## src/rtl/power_pkg.sv

```systemverilog
// power_pkg: mode encodings shared by power_mode_controller and ClockScaler,
// plus the one-level step-down helper used by the mode FSM.
package power_pkg;

  typedef enum logic [1:0] {
    MODE_QUARTER = 2'b00,
    MODE_HALF    = 2'b01,
    MODE_FULL    = 2'b10
  } power_mode_e;

  // One level slower; QUARTER is the floor.
  function automatic power_mode_e step_down(input power_mode_e m);
    case (m)
      MODE_FULL: return MODE_HALF;
      MODE_HALF: return MODE_QUARTER;
      default:   return MODE_QUARTER;
    endcase
  endfunction

endpackage

```

## src/rtl/power_mode_controller_if.sv

```systemverilog
// power_mode_controller_if: activity/mode signals between the controller and its
// environment.
//   Alu_Valid   : activity sample (master -> slave)
//   Force_Full  : immediate full-speed request (master -> slave)
//   Power_Mode  : registered mode, 2'b00 /4, 2'b01 /2, 2'b10 full (slave -> master)
//   Mode_Change : one-cycle pulse when Power_Mode changes (slave -> master)
interface power_mode_controller_if;
  logic       Alu_Valid;
  logic       Force_Full;
  logic [1:0] Power_Mode;
  logic       Mode_Change;

  modport master (output Alu_Valid, Force_Full, input Power_Mode, Mode_Change);
  modport slave  (input Alu_Valid, Force_Full, output Power_Mode, Mode_Change);
endinterface

```

## src/rtl/activity_window_counter.sv

```systemverilog
// activity_window_counter: splits time into WINDOW-cycle windows and counts
// activity samples inside each one.
//   Clk, Rst   : clock, asynchronous active-high reset
//   alu_valid  : activity sample for this cycle
//   window_end : high in the last cycle of every window
//   act_total  : activity count including this cycle's sample (valid at window_end)
module activity_window_counter #(
  parameter int unsigned WINDOW = 16
) (
  input  logic                             Clk,
  input  logic                             Rst,
  input  logic                             alu_valid,
  output logic                             window_end,
  output logic [$clog2(WINDOW+1)-1:0]      act_total
);

  localparam int unsigned WIN_W = $clog2(WINDOW);
  localparam int unsigned ACT_W = $clog2(WINDOW + 1);

  logic [WIN_W-1:0] win_cnt;
  logic [ACT_W-1:0] act_cnt;

  assign window_end = (win_cnt == WIN_W'(WINDOW - 1));
  // act_cnt is at most WINDOW-1 at window end, so adding the last sample fits.
  assign act_total  = act_cnt + ACT_W'(alu_valid);

  always_ff @(posedge Clk or posedge Rst) begin
    if (Rst) begin
      win_cnt <= '0;
      act_cnt <= '0;
    end else if (window_end) begin
      win_cnt <= '0;
      act_cnt <= '0;
    end else begin
      win_cnt <= win_cnt + 1'b1;
      if (alu_valid && (act_cnt != ACT_W'(WINDOW)))
        act_cnt <= act_cnt + 1'b1;
    end
  end

endmodule

```

## src/rtl/power_mode_controller.sv

```systemverilog
// power_mode_controller: picks a clock-scaling mode from ALU activity measured
// over fixed windows. High activity jumps to full speed, a run of low windows
// steps down one level, Force_Full overrides everything.
//   Clk, Rst : clock, asynchronous active-high reset
//   bus      : slave side of power_mode_controller_if
//              (Alu_Valid, Force_Full in; Power_Mode, Mode_Change out)
module power_mode_controller
  import power_pkg::*;
#(
  parameter int unsigned WINDOW       = 16,
  parameter int unsigned HI_THRESH    = 12,
  parameter int unsigned LO_THRESH    = 4,
  parameter int unsigned DOWN_WINDOWS = 2
) (
  input  logic                   Clk,
  input  logic                   Rst,
  power_mode_controller_if.slave bus
);

  generate
    if (!(LO_THRESH <= HI_THRESH && HI_THRESH <= WINDOW && DOWN_WINDOWS >= 1 && WINDOW >= 4))
    begin : g_bad_params
      $error("power_mode_controller: illegal parameter set");
    end
  endgenerate

  localparam int unsigned ACT_W    = $clog2(WINDOW + 1);
  localparam int unsigned STREAK_W = $clog2(DOWN_WINDOWS + 1);
  localparam logic [ACT_W-1:0]    HI_T = ACT_W'(HI_THRESH);
  localparam logic [ACT_W-1:0]    LO_T = ACT_W'(LO_THRESH);
  localparam logic [STREAK_W-1:0] DW_T = STREAK_W'(DOWN_WINDOWS);

  logic                window_end;
  logic [ACT_W-1:0]    act_total;
  power_mode_e         mode, next_mode;
  logic [STREAK_W-1:0] streak, next_streak, streak_inc;
  logic                mode_change;

  activity_window_counter #(.WINDOW(WINDOW)) u_awc (
    .Clk        (Clk),
    .Rst        (Rst),
    .alu_valid  (bus.Alu_Valid),
    .window_end (window_end),
    .act_total  (act_total)
  );

  assign streak_inc = streak + 1'b1;

  always_comb begin
    next_mode   = mode;
    next_streak = streak;
    if (window_end) begin
      if (act_total >= HI_T) begin
        next_mode   = MODE_FULL;
        next_streak = '0;
      end else if (act_total < LO_T) begin
        if (streak_inc == DW_T) begin
          next_streak = '0;
          next_mode   = step_down(mode);
        end else begin
          next_streak = streak_inc;
        end
      end else begin
        next_streak = '0;
      end
    end
    if (bus.Force_Full) begin
      next_mode   = MODE_FULL;
      next_streak = '0;
    end
    // An illegal register value (2'b11) recovers to FULL regardless of inputs.
    case (mode)
      MODE_FULL, MODE_HALF, MODE_QUARTER: ;
      default: begin
        next_mode   = MODE_FULL;
        next_streak = '0;
      end
    endcase
  end

  always_ff @(posedge Clk or posedge Rst) begin
    if (Rst) begin
      mode        <= MODE_FULL;
      streak      <= '0;
      mode_change <= 1'b0;
    end else begin
      mode        <= next_mode;
      streak      <= next_streak;
      mode_change <= (next_mode != mode);
    end
  end

  assign bus.Power_Mode  = mode;
  assign bus.Mode_Change = mode_change;

endmodule

```

## src/flat_wrapper.sv

```systemverilog
// flat-port wrapper written by rule: the top's interface ports become plain ports
module power_mode_controller_flat import power_pkg::*;
#(
  parameter int unsigned WINDOW       = 16,
  parameter int unsigned HI_THRESH    = 12,
  parameter int unsigned LO_THRESH    = 4,
  parameter int unsigned DOWN_WINDOWS = 2
)
  (Clk, Rst, bus_Alu_Valid, bus_Force_Full, bus_Power_Mode, bus_Mode_Change);
  power_mode_controller_if bus_i ();
  input  logic Clk;
  input  logic Rst;
  input wire logic [$bits(bus_i.Alu_Valid)-1:0] bus_Alu_Valid;
  input wire logic [$bits(bus_i.Force_Full)-1:0] bus_Force_Full;
  output wire logic [$bits(bus_i.Power_Mode)-1:0] bus_Power_Mode;
  output wire logic [$bits(bus_i.Mode_Change)-1:0] bus_Mode_Change;
  assign bus_i.Alu_Valid = bus_Alu_Valid;
  assign bus_i.Force_Full = bus_Force_Full;
  assign bus_Power_Mode = bus_i.Power_Mode;
  assign bus_Mode_Change = bus_i.Mode_Change;
  power_mode_controller #(.WINDOW(WINDOW), .HI_THRESH(HI_THRESH), .LO_THRESH(LO_THRESH), .DOWN_WINDOWS(DOWN_WINDOWS)) u_core (.Clk(Clk), .Rst(Rst), .bus(bus_i));
endmodule
```

## config.mk

```make
export PLATFORM = sky130hd
export DESIGN_NAME = power_mode_controller_flat
export DESIGN_NICKNAME = d
export VERILOG_FILES = /design/src/rtl/power_pkg.sv /design/src/rtl/power_mode_controller_if.sv /design/src/rtl/activity_window_counter.sv /design/src/rtl/power_mode_controller.sv /design/src/flat_wrapper.sv
export SDC_FILE = /design/constraint.sdc
export NUM_CORES = 1
export LEC_CHECK = 0
export ABC_CLOCK_PERIOD_IN_PS = 3610
export CORE_ASPECT_RATIO = 2
export CORE_MARGIN = 2
export CORE_UTILIZATION = 25
export DETAILED_ROUTE_END_ITERATION = 16
export PLACE_DENSITY_LB_ADDON = 0.05
export SLEW_MARGIN = 40
export SYNTH_ARGS = -nofsm -noshare
export SYNTH_HDL_FRONTEND = slang
export SYNTH_SLANG_ARGS = --single-unit
export TNS_END_PERCENT = 10
```

## constraint.sdc

```tcl
create_clock -name Clk -period 3.61 [get_ports Clk]
set_input_delay 0.722 -clock Clk [delete_from_list [all_inputs] [get_ports Clk]]
set_output_delay 0.722 -clock Clk [all_outputs]
set_load 0.02 [all_outputs]
```

==> results.toml, run 1 <==
[detailed_routing]
via_count = 606
drt-wirelength-per-cell_um = 13.79
drt_first_pass_iters = 4
detail-route-antenna-nets = 0
drt_wl_total_um = 1682
dr.first_iter.drc_count = 5
detail_route.drc_violations = 0
vias_per_cell = 4.967

[cells_and_area]
final_common_cell = "dfrtp_1"
layout.cells.most_common_list = "dfrtp_1, nor2_1, inv_1"
flow.area_growth_from_synthesis_pct = 14.35
utilization_pct = 29.71
fin_nets = 101
n_antenna_cell = 0
fin_cells = 122
layout-drive-gt1-share_pct = 9.890
num-fill-cells = 341

[critical_path]
worst-endpoint-arrival_ns = 2.79
maximum_fanout_encountered_on_the_critical_timing_path = 6
critical_path.n_buffers_inverters = 1
maximum_cell_stage_delay_along_the_critical_path_ns = 0.52
timing.critical_path.from_type = "input pin"
worst_path_dominant_cell_family = "adder cells"
cp_common_cell = "ha_1"
crit_path_top_delay_cell = "clkdlybuf4s50_1"
worst-setup-path-type = "input pin to flop"
worst_setup_path_end_kind = "flop"
critical_path_required_ns = 3.78
critical_path.cell_chain = "clkdlybuf4s50_1, ha_1, ha_1, nor4_2, o2111ai_2, maj3_2, mux2i_1"

[outcome]
run_status = "finished clean"

[synth]
yosysWarnings = 0
syn-instance-count = 85
syn_area_um2 = 810.8
postSynthRegisterBits = 14
seq_area_frac_synth_pct = 43.36
yosys-top-cells-area = "dfrtp_1, ha_1, nor2_1"
syn_nets = 94
synth.top_cell.area_share_pct = 40.12
post_synth.cell_area_avg_um2 = 9.539
synth.distinct_cells = 27
synthDominantAreaCellType = "dfrtp_1"

[timing]
worst_pin_slew_ns = 0.5537
timing_max_transition_violations_final = 0
clock-skew-final_ns = 0.001099
report.final.setup_viol = 0
maxSlewHeadroom_pct = 63.04
final.setup.tns_ns = 0
achievable_clock_frequency_mhz = 382.2
final.setup.worst_slack_ns = 0.9933
hold_slack_ns = 0.4828
final.period_utilization_pct = 72.49
rsz0062_at_grt = "no"
report.final.hold_viol_count = 0
tmin_final_ns = 2.617

[clock_network]
clock_tree.htree_level_count = 1
post_cts_hold_buffer_count = 0
cts.root.buffer_cell = "clkbuf_8"
postCtsResizedCells = 0
cts.reportedPaths.clkPinSlew_ns = 0.06
tritoncts = "built"
cts_setup_buffers = 0
clk_latency_worst_skew_pair_ns = 0.24
max-clock-path-buffers = 2
tritoncts_sink_count = 14
cts_made_buffers = 3

[placed_design]
port-buffer-count = 6
gp_routability_congestion = 0.7082
dpl.cell_count = 118
dpl_worst_slack_ns = 0.7180
hpwlAfterDp_um = 1283

[job]
drv_cap = 0

[floorplan]
placement_rows = 29
placeableCoreArea_mm2 = 0.003120
floorplan_die_area_mm2 = 0.003742
die-height_um = 84.54
die_width_um = 44.27
initial_utilization_pct = 25.98
floorplan.io_pins = 7

[global_routing]
grt_start_max_net_pins = 15
track_usage_pct = 10.48
grt_pass1_vias = 661
grt_overflow_total = 0
antenna_violations_before_repair = 0
first_pass_grt_wire_length_um = 2877

[pwr]
power.leakage_nw = 0.4144
peakVddDrop_mv = 0.1567
power.density_mw_per_mm2 = 361.9

[hold_path]
timing.hold.worst.class = "flop to flop"
==> state kept, by name (all words and copies together) (netlist names) <==
signal and cells:
u_core.bus.Power_Mode 2, u_core.bus.Mode_Change 1, u_core.u_awc.win_cnt 4, u_core.streak 2, u_core.u_awc.act_cnt 5
==> layer usage <==
metal	part of all wire (%)	vias up	wire (µm)	GRT usage, %
met3	2.6	2	43	2.151
met4	1.4	0	24	6.612
met2	59	10	997	19.25
li1	-	300	-	-
met5	0	-	0	0
met1	37	294	616	9.664
==> where the power goes <==
group	internal, mW	switching (mW)	leakage (nW)
combinational	0.00639	0.00899	0.200
sequential	0.160	0.00403	0.186
clock	0.0966	0.0596	0.0288
total	0.263	0.0726	0.414
==> worst reg2reg max path: cells and delay by family (launching register included) <==
family / cells / cell delay, ns
adder cells (fa/ha/maj): 3 / 0.86
flip-flops: 1 / 0.42
AND/OR/NAND/NOR: 1 / 0.30
AO/OA/AOI/OAI: 1 / 0.21
multiplexers: 1 / 0.12
==> cell usage after synthesis (all sizes together) <==
cell type and n:
a21boi 1, buf 4, xnor2 1, and3 2, nand2 6, nand4b 1
nor3 1, dfrtp 13, nand3 6, mux2i 2, or3 1, ha 5
nor4 1, xor2 4, inv 8, nor2 11, maj3 1, o21ai 4
a31oi 1, a21oi 4, o2111ai 1, o311ai 1, dfstp 1, nand4 4
a211o 1
==> stage by stage <==
stage	power [mW]	cell area [µm²]
6_report	0.3355	927.1
5_1_grt	0.3494	927.1
4_1_cts	0.3422	927.1
3_5_place_dp	0.1829	872.1
3_3_place_gp	0.1828	872.1
2_1_floorplan	0.1741	810.8
==> logic make-up after synthesis <==
family	count (synthesis)	share of synthesized area, %
XOR/XNOR	5	5.401
AO/OA/AOI/OAI	13	11.11
buffers and inverters	12	8.333
AND/OR/NAND/NOR	33	20.22
multiplexers	2	2.469
flip-flops	14	43.36
adder cells (fa/ha/maj)	6	9.105
==> cell type report <==
type,count,area (µm²),share of cell area (%)
Clock buffer,4,55.05,5.938
Multi-Input combinational cell,59,391.6,42.24
Inverter,8,30.03,3.239
Tap cell,31,38.79,4.184
Timing Repair Buffer,6,60.06,6.478
Sequential cell,14,351.6,37.92
==> path summary, 6_finish.rpt <==
| kind | start | endpoint | slack [ns] | cells after the start |
|---|---|---|---|---|
| worst min-delay path | u_core.u_awc.win_cnt[0]$_DFF_PP0_ | u_core.u_awc.win_cnt[0]$_DFF_PP0_ | 0.48 | 1 |
| worst min register to register | u_core.u_awc.win_cnt[0]$_DFF_PP0_ | u_core.u_awc.win_cnt[0]$_DFF_PP0_ | 0.48 | 1 |
| worst max register to register | u_core.u_awc.act_cnt[0]$_DFFE_PP0P_ | u_core.bus.Mode_Change$_DFF_PP0_ | 1.63 | 6 |
| min in group asynchronous | Rst | u_core.u_awc.act_cnt[2]$_DFFE_PP0P_ | 0.82 | 2 |
| worst max-delay path | bus_Alu_Valid | u_core.bus.Mode_Change$_DFF_PP0_ | 0.99 | 7 |
| max in group asynchronous | Rst | u_core.bus.Power_Mode[1]$_DFF_PP1_ | 2.42 | 2 |
(Power assumes the default switching activity.)
==> run 2, diff against run 1 <==
- ABC_CLOCK_PERIOD_IN_PS: 3610 -> 2450
- clock period: 3.61 -> 2.45 ns (I/O delays scaled with it)
==> run 2 against run 1 <==
First-iteration DRC count is 80% higher. Register-to-register slack worse by 1.1 ns. Clock skew is 0.0035 ns higher. Routed wire length is 3.2% higher. Sequential cell count stayed put. Worst hold slack worse by 0.0035 ns. Utilization is 0.72 points higher.
==> results.toml, run 2 (synthesis results as in run 1) <==
[timing]
hold_slack_ns = 0.4793
report.final.hold_viol_count = 0
worst_pin_slew_ns = 0.5902
final.setup.worst_slack_ns = 0.2367
tmin_final_ns = 2.213
achievable_clock_frequency_mhz = 451.8
rsz0062_at_grt = "no"
report.final.setup_viol = 0
clock-skew-final_ns = 0.004573
maxSlewHeadroom_pct = 60.61
final.period_utilization_pct = 90.34
final.setup.tns_ns = 0
timing_max_transition_violations_final = 0

[floorplan]
floorplan_die_area_mm2 = 0.003742
initial_utilization_pct = 25.98
placeableCoreArea_mm2 = 0.003120
floorplan.io_pins = 7
die-height_um = 84.54
die_width_um = 44.27
placement_rows = 29

[cells_and_area]
num-fill-cells = 332
layout_top_registers = "u_core.u_awc.act_cnt x5, u_core.u_awc.win_cnt x4"
final_common_cell = "dfrtp_1"
layout.cells.most_common_list = "dfrtp_1, nor2_1, inv_1"
final_design_area_no_fill_um2 = 949.7
largest-register = "u_core.u_awc.act_cnt"
flow.area_growth_from_synthesis_pct = 17.13
largest_register_ffs = 5
final-seq-area_um2 = 351.6
fin_nets = 104
footprint_of_the_multi_input_gates_um2 = 391.6
fin_cells = 125
layout-drive-gt1-share_pct = 12.77
n_antenna_cell = 0

[global_routing]
antenna_violations_before_repair = 0
grt_pass1_vias = 662
grt_overflow_total = 0
track_usage_pct = 11.21
grt_start_max_net_pins = 15
first_pass_grt_wire_length_um = 3029

[placed_design]
dpl_worst_slack_ns = -0.03777
dpl.cell_count = 121
gp_routability_congestion = 0.7989
port-buffer-count = 6
dpl-instance-area_um2 = 894.6
hpwlAfterDp_um = 1341

[detailed_routing]
detail-route-antenna-nets = 0
dr.first_iter.drc_count = 9
detail_route.drc_violations = 0
drt_first_pass_iters = 4
drt_wl_total_um = 1736
vias_per_cell = 4.992
via_count = 624
drt-wirelength-per-cell_um = 13.89

[critical_path]
timing.critical_path.from_type = "input pin"
worst_setup_path_end_kind = "flop"
critical_path_required_ns = 2.63
worst-endpoint-arrival_ns = 2.39
r2r.worst_path.cells = 6
critical_path.endpoint = "u_core.bus.Mode_Change$_DFF_PP0_"
maximum_fanout_encountered_on_the_critical_timing_path = 5
worst-setup-path-type = "input pin to flop"
critPathLaunch = "bus_Alu_Valid"
r2r_start = "u_core.u_awc.act_cnt[0]$_DFFE_PP0P_"
r2r_setup_slack_ns = 0.49
r2r-end = "u_core.bus.Mode_Change$_DFF_PP0_"

[clock_network]
cts_made_buffers = 3
post_cts_hold_buffer_count = 0
clk_latency_worst_skew_pair_ns = 0.25
max-clock-path-buffers = 2
tritoncts = "built"
cts_setup_buffers = 0
tritoncts_sink_count = 14
postCtsResizedCells = 0
clock_tree.htree_level_count = 1
cts.root.buffer_cell = "clkbuf_8"
cts.reportedPaths.clkPinSlew_ns = 0.07

[pwr]
power.leakage_nw = 0.4288
peakVddDrop_mv = 0.2176
power.density_mw_per_mm2 = 525.9

[outcome]
run_status = "finished clean"

[hold_path]
timing.hold.worst.class = "flop to flop"

[job]
drv_cap = 0
==> run 2: how the worst min path moves through the flow <==
stage | from | slack [ns] | cells past startpoint | end
after floorplan | Rst | 0.38 | 1 | u_core.bus.Mode_Change$_DFF_PP0_
after global placement | u_core.u_awc.win_cnt[0]$_DFF_PP0_ | 0.47 | 1 | u_core.u_awc.win_cnt[0]$_DFF_PP0_
after detailed placement | u_core.u_awc.win_cnt[0]$_DFF_PP0_ | 0.47 | 1 | u_core.u_awc.win_cnt[0]$_DFF_PP0_
after CTS | u_core.u_awc.win_cnt[0]$_DFF_PP0_ | 0.48 | 1 | u_core.u_awc.win_cnt[0]$_DFF_PP0_
after global routing | u_core.u_awc.win_cnt[0]$_DFF_PP0_ | 0.50 | 1 | u_core.u_awc.win_cnt[0]$_DFF_PP0_
final | u_core.u_awc.win_cnt[0]$_DFF_PP0_ | 0.48 | 1 | u_core.u_awc.win_cnt[0]$_DFF_PP0_
==> run 2: stage by stage <==
step | power, mW | utilization (%)
4_1_cts | 0.5099 | 30.43
5_1_grt | 0.5237 | 30.43
3_5_place_dp | 0.2711 | 28.67
3_3_place_gp | 0.2710 | 28.67
2_1_floorplan | 0.2566 | -
6_report | 0.4995 | 30.43
==> run 2: final cells by class <==
class	count	share of cell area [%]
Clock buffer	4	5.797
Inverter	8	3.162
Multi-Input combinational cell	59	41.24
Sequential cell	14	37.02
Tap cell	31	4.084
Timing Repair Buffer	9	8.696
==> run 2: critical path, cell delays in order <==
cell and delay, ns:
clkdlybuf4s50_1 0.42, ha_1 0.26, ha_1 0.26, nor4_2 0.31
o2111ai_2 0.18, maj3_2 0.34, mux2i_1 0.13
==> run 2: routing by layer <==
| metal | up-vias | track usage, % | wire, µm |
|---|---|---|---|
| met4 | 0 | 7.713 | 46 |
| met1 | 302 | 11.35 | 652 |
| li1 | 310 | - | - |
| met2 | 8 | 19.52 | 1006 |
| met5 | - | 0 | 0 |
| met3 | 4 | 1.935 | 31 |
==> run 2: report_power, final <==
| part | leakage [nW] | internal [mW] | switching (mW) | total, mW |
|---|---|---|---|---|
| registers | 0.186 | 0.236 | 0.00574 | 0.241 |
| clock network | 0.0288 | 0.142 | 0.0917 | 0.234 |
| logic | 0.214 | 0.0105 | 0.0136 | 0.0241 |
| total | 0.429 | 0.388 | 0.111 | 0.499 |
==> run 3, diff against run 2 <==
- CAP_MARGIN: unset -> 20
==> results of run 3 <==
No change in the layout: final DEF, timing and power equal those of run 2.
